File: src/rtl/disp_seq_pkg.sv
// Shared state encoding and defaults for the display sequencer.
// Pure declarations: no timing, no flow control.
package disp_seq_pkg;

   typedef enum logic [1:0] {
      IDLE     = 2'd0,
      SPIN     = 2'd1,
      ERR_OVER = 2'd2,
      ERR_CHG  = 2'd3
   } state_t;

   localparam logic [2:0] SEG_LAST = 3'd6;

   localparam int DEF_SPIN_DIV  = 2;
   localparam int DEF_SPIN_LAPS = 2;
   localparam int DEF_ERR_HOLD  = 4;

endpackage

File: src/rtl/tick_hold_timer.sv
// Retriggerable hold timer counting tick_en pulses; load wins over a same-cycle tick.
// active is look-ahead: it reports whether the count after this cycle's update is nonzero.
module tick_hold_timer #(
   parameter int HOLD = 4
) (
   input  logic clk,
   input  logic reset,
   input  logic tick_en,
   input  logic load,
   output logic active
);

   localparam int W = $clog2(HOLD + 1);

   logic [W-1:0] cnt;

   always_ff @(posedge clk or negedge reset) begin
      if (!reset) begin
         cnt <= '0;
      end else if (load) begin
         cnt <= W'(HOLD);
      end else if (tick_en && (cnt != '0)) begin
         cnt <= cnt - W'(1);
      end
   end

   // Look-ahead lets the owner register its flag in the same edge the count hits zero.
   assign active = load || (cnt > W'(1)) || ((cnt == W'(1)) && !tick_en);

endmodule

File: src/rtl/display_sequencer.sv
// Sequences spin animation, error flags and view mode for one display bank.
// All outputs registered, one clk after the causing input; no backpressure (pulse inputs).
module display_sequencer
   import disp_seq_pkg::*;
#(
   parameter int SPIN_DIV  = DEF_SPIN_DIV,
   parameter int SPIN_LAPS = DEF_SPIN_LAPS,
   parameter int ERR_HOLD  = DEF_ERR_HOLD
) (
   input  logic       clk,
   input  logic       reset,
   input  logic       tick_en,
   input  logic       start_req,
   input  logic       stop_req,
   input  logic       over_evt,
   input  logic       over_time_evt,
   input  logic       change_evt,
   input  logic       mode_btn,
   output logic [2:0] a2,
   output logic       signal,
   output logic       error_over_start,
   output logic       error_over_start_time,
   output logic       error_changing,
   output logic       mood,
   output logic       busy
);

   localparam int STEP_W = $clog2(SPIN_DIV + 1);
   localparam int LAP_W  = $clog2(SPIN_LAPS + 1);

   state_t            state;
   logic [STEP_W-1:0] step;
   logic [LAP_W-1:0]  lap;
   logic              err_load;
   logic              hold_active;
   logic              time_active;

   // change_evt cannot displace the higher-priority overflow display.
   assign err_load = over_evt || (change_evt && (state != ERR_OVER));

   tick_hold_timer #(.HOLD(ERR_HOLD)) u_main_hold (
      .clk     (clk),
      .reset   (reset),
      .tick_en (tick_en),
      .load    (err_load),
      .active  (hold_active)
   );

   tick_hold_timer #(.HOLD(ERR_HOLD)) u_time_hold (
      .clk     (clk),
      .reset   (reset),
      .tick_en (tick_en),
      .load    (over_time_evt),
      .active  (time_active)
   );

   always_ff @(posedge clk or negedge reset) begin
      if (!reset) begin
         state                 <= IDLE;
         step                  <= '0;
         lap                   <= '0;
         a2                    <= '0;
         signal                <= 1'b0;
         error_over_start      <= 1'b0;
         error_over_start_time <= 1'b0;
         error_changing        <= 1'b0;
         mood                  <= 1'b0;
         busy                  <= 1'b0;
      end else begin
         mood                  <= mood ^ mode_btn;
         error_over_start_time <= time_active;

         if (over_evt) begin
            state            <= ERR_OVER;
            step             <= '0;
            lap              <= '0;
            a2               <= '0;
            signal           <= 1'b0;
            error_over_start <= 1'b1;
            error_changing   <= 1'b0;
            busy             <= 1'b1;
         end else if (change_evt && (state != ERR_OVER)) begin
            state            <= ERR_CHG;
            step             <= '0;
            lap              <= '0;
            a2               <= '0;
            signal           <= 1'b0;
            error_over_start <= 1'b0;
            error_changing   <= 1'b1;
            busy             <= 1'b1;
         end else begin
            case (state)
               IDLE: begin
                  if (start_req) begin
                     state  <= SPIN;
                     step   <= '0;
                     lap    <= '0;
                     a2     <= '0;
                     signal <= 1'b1;
                     busy   <= 1'b1;
                  end
               end
               SPIN: begin
                  if (stop_req) begin
                     state  <= IDLE;
                     step   <= '0;
                     lap    <= '0;
                     a2     <= '0;
                     signal <= 1'b0;
                     busy   <= 1'b0;
                  end else if (start_req) begin
                     step <= '0;
                     lap  <= '0;
                     a2   <= '0;
                  end else if (tick_en) begin
                     if (step == STEP_W'(SPIN_DIV - 1)) begin
                        step <= '0;
                        if (a2 == SEG_LAST) begin
                           a2 <= '0;
                           // Wrap that closes the final lap ends the animation.
                           if (lap == LAP_W'(SPIN_LAPS - 1)) begin
                              state  <= IDLE;
                              lap    <= '0;
                              signal <= 1'b0;
                              busy   <= 1'b0;
                           end else begin
                              lap <= lap + LAP_W'(1);
                           end
                        end else begin
                           a2 <= a2 + 3'd1;
                        end
                     end else begin
                        step <= step + STEP_W'(1);
                     end
                  end
               end
               ERR_OVER, ERR_CHG: begin
                  if (!hold_active) begin
                     state            <= IDLE;
                     error_over_start <= 1'b0;
                     error_changing   <= 1'b0;
                     busy             <= 1'b0;
                  end
               end
               default: begin
                  state <= IDLE;
               end
            endcase
         end
      end
   end

endmodule

File: config.mk
export PLATFORM = sky130hd
export DESIGN_NAME = display_sequencer
export DESIGN_NICKNAME = d
export VERILOG_FILES = /design/src/rtl/disp_seq_pkg.sv /design/src/rtl/tick_hold_timer.sv /design/src/rtl/display_sequencer.sv
export SDC_FILE = /design/constraint.sdc
export NUM_CORES = 1
export LEC_CHECK = 0
export CAP_MARGIN = 20
export CELL_PAD_IN_SITES_DETAIL_PLACEMENT = 0
export CELL_PAD_IN_SITES_GLOBAL_PLACEMENT = 1
export CORE_AREA = 4 4 58 60
export DETAILED_ROUTE_END_ITERATION = 10
export DIE_AREA = 0 0 62 64
export GPL_TIMING_DRIVEN = 1
export HOLD_SLACK_MARGIN = 0.02
export PLACE_DENSITY_LB_ADDON = 0.1
export SLEW_MARGIN = 40
export SYNTH_ARGS = -nofsm -noshare
export SYNTH_HDL_FRONTEND = slang
export SYNTH_SLANG_ARGS = --single-unit
File: constraint.sdc
create_clock -name clk -period 3.2 [get_ports clk]
set_input_delay 0.48 -clock clk [delete_from_list [all_inputs] [get_ports clk]]
set_output_delay 0.48 -clock clk [all_outputs]
set_load 0.1 [all_outputs]
==> flow_summary_export.csv <==
group,metric,value,unit
final_layout,multi_input_area,609,um^2
logic_synthesis,synthesis.nets,138,
critical_path,cp_max_fo,9,
grt,grt_pass1_vias,990,
critical_path,cp_slowest_stage_delay,0.58,ns
critical_path,critPathCaptureType,"register",
logic_synthesis,synth_top_area_frac,0.446,
final_layout,drive_gt1_frac,0.135,
run,drv_cap,0,
sta,layout_worst_path_cycle_share,0.666,
logic_synthesis,ys_types,41,
grt,use_met1,0.180,
critical_path,cp_common_cell,"or2_1",
cts,clock_path_buffers,2,
cts,cts_made_buffers,3,
logic_synthesis,synthAdderAreaFrac,0.0638,
sta,finalHoldViolCount,0,
logic_synthesis,synth_top_cell_by_area,"dfrtp_1",
floorplan,die_area,0.00397,mm^2
status,status,"finished clean",
cts,holdBufCountCts,0,
grt,grtUsageMet2,0.225,
grt,track_usage,0.139,
cts,ctsHtreeMaxLevel,1,
logic_synthesis,ys_ff_latch,21,
floorplan,die_x,62,um
logic_synthesis,synth_edf_count,0,
route,wl,2430,um
route,drt_iter0_drc,67,
floorplan,die_h,64,um
logic_synthesis,synth.area.top_cells,"dfrtp_1 (45%), ha_1 (6.4%), o21ai_0 (5.1%)",
power,power.total,804,uW
floorplan,std_cell_rows,20,
grt,antenna_found_initial,0,
critical_path,path_class,"primary input to register",
route,drt-pass1-iter-count,4,
logic_synthesis,synth.mux.area_fraction,0.00850,
sta,slew_violations,0,
placement,io_buffers,17,
critical_path,startpoint,"over_evt",
critical_path,crit_slowest_cell,"clkdlybuf4s50_1",
route,vias,989,
floorplan,pin_count,18,
final_layout,final-seq-area,526,um^2
sta,skew,0.00155,ns
route,ant_nets,0,
cts,path_clk_slew,0.12,ns
critical_path,crit_required,3.42,ns
placement,post-dp-hpwl,1760,um
cts,cts_tree,"built",
logic_synthesis,synth_area,0.00118,mm^2
logic_synthesis,synthArstFlopShare,1.00,
sta,fmax,469,MHz
logic_synthesis,netlist_instances,123,
sta,slew_headroom,0.622,
route,drc,0,
logic_synthesis,syn-mean-instance-area,9.57,um^2
cts,insertion_delay,0.30,ns
cts,cts.sinks,21,
sta,tightest_slew,0.561,ns
logic_synthesis,yosysSeqAreaShare,0.446,
min_path,min_path_type,"primary input to async pin",
power,cellLeakagePower,0.572,nW
logic_synthesis,synth-compound-area-share,0.181,
grt,busiest_layer,"met2",
logic_synthesis,synth-simple-area-share,0.242,
power,p_per_area,587,mW/mm^2
critical_path,cp_cell_sequence,"clkdlybuf4s50_1, or4b_4, or2_1, or2_1, a211oi_1",
critical_path,critPathLaunchType,"primary input",
cts,root_buffer,"clkbuf_4",
sta,fin_tns_setup,0,ns
cts,post_cts_buffers,0,
final_layout,final_net_count,157,
grt,overflow,0,
critical_path,rr_startpoint,"state[1]",
placement,place.gp.congestion,0.823,
logic_synthesis,yosysWarnings,0,
grt,grt_use_met3,0.0364,
logic_synthesis,ys.flop_type,"dfrtp_1",
grt,grt_max_degree,22,
grt,grt_pass1_wl,4260,um
final_layout,diodes,0,
sta,setup_viol,0,
power,ir_drop,0.463,mV
logic_synthesis,synth_xor_area_frac,0.0223,
route,wl_per_cell,14.0,um
sta,rsz0062_at_grt,"no",
route,via_per_inst,5.68,
floorplan,core,0.00293,mm^2
logic_synthesis,synth_most_common_cell,"dfrtp_1",
floorplan,start_util,0.402,
final_layout,synthToLayoutAreaGrowth,16.5,%
final_layout,fillers,292,
critical_path,arrival,2.35,ns
sta,final.min_clock_period,2.13,ns
logic_synthesis,synth_commonest_cells,"dfrtp_1 (21), o21ai_0 (12), nand2_1 (9), inv_1 (8), a21oi_1 (7)",
cts,ctsResizeCount,0,
logic_synthesis,synth_top_family_by_area,"simple AND/OR/NAND/NOR gates",
-- report_power, final --
group / switching (mW) / internal (mW)
combinational: 0.239 / 0.0948
sequential: 0.0360 / 0.304
clock: 0.0846 / 0.0466
-- registers in the layout (all words and copies together) (netlist names) --
| register | flops |
|---|---|
| a2 | 3 |
| error_over_start | 1 |
| step | 2 |
| error_over_start_time | 1 |
| u_time_hold.cnt | 3 |
| mood | 1 |
| u_main_hold.cnt | 3 |
| busy | 1 |
| signal | 1 |
| state | 2 |
| lap | 2 |
| error_changing | 1 |
-- layout by cell type (no fill, tap or decap), drive strengths merged, types with 2 or more instances in the layout --
master	Yosys	layout
and3b	2	2
buf	0	10
nor2b	5	5
a2111oi	2	2
nor2	6	6
nor3	6	6
clkdlybuf4s50	0	7
nor4	2	2
clkbuf	3	3
dfrtp	21	21
a21oi	7	7
nand2	9	9
inv	8	8
a31oi	2	2
nand3	4	4
ha	6	6
or2	3	3
or3	3	3
xnor2	2	2
o21ai	12	12
a32o	2	2
-- through the flow --
| stage | std cells | hold WS, ns | setup WS (ns) | instance area, um^2 | util |
|---|---|---|---|---|---|
| 3_3_place_gp | 170 | 0.454 | 0.771 | 1360 | 0.464 |
| 3_5_place_dp | 170 | 0.457 | 0.736 | 1340 | 0.459 |
| 6_report | 174 | 0.115 | 1.07 | 1370 | 0.468 |
| 4_1_cts | 174 | 0.128 | 1.07 | 1370 | 0.468 |
| 5_1_grt | 174 | 0.139 | 0.943 | 1370 | 0.468 |
| 2_1_floorplan | 123 | 0.184 | 1.20 | 1180 | - |
-- metal layers --
metal,up-vias,share of wire
li1,485,-
met1,478,0.46
met2,22,0.48
met3,4,0.047
met4,0,0.013
met5,-,0
-- cells by family (layout without fill, tap and decap cells) --
family / after synthesis / after routing
flops: 21 / 21
buf+inv: 11 / 29
simple gates: 48 / 48
fa+ha+maj: 6 / 6
compound gates: 33 / 33
xor+xnor: 3 / 3
mux: 1 / 1
-- path summary, 6_finish.rpt --
path | depth (start not counted) | slack (ns) | end
max in group asynchronous | 1 | 2.76 | a2[1]
worst min-delay path | 1 | 0.12 | u_main_hold.cnt[2]
worst min register to register | 1 | 0.48 | mood
worst max register to register | 4 | 1.32 | busy
min in group clk | 1 | 0.48 | mood
worst max-delay path | 5 | 1.07 | busy
-- final cells by class --
type / count / area share
clock inverter: 1 / 0.00365
timing repair buffer: 17 / 0.100
tap: 33 / 0.0301
inverter: 8 / 0.0219
clock buffer: 3 / 0.0164
sequential: 21 / 0.383
multi-input combinational: 91 / 0.444
-- worst max-delay path: cells and delay by family --
| family | cells | cell delay (ns) |
|---|---|---|
| simple gates | 3 | 1.08 |
| compound gates | 1 | 0.22 |
| buf+inv | 1 | 0.58 |
Note: power is estimated with default switching activity, not from simulation.
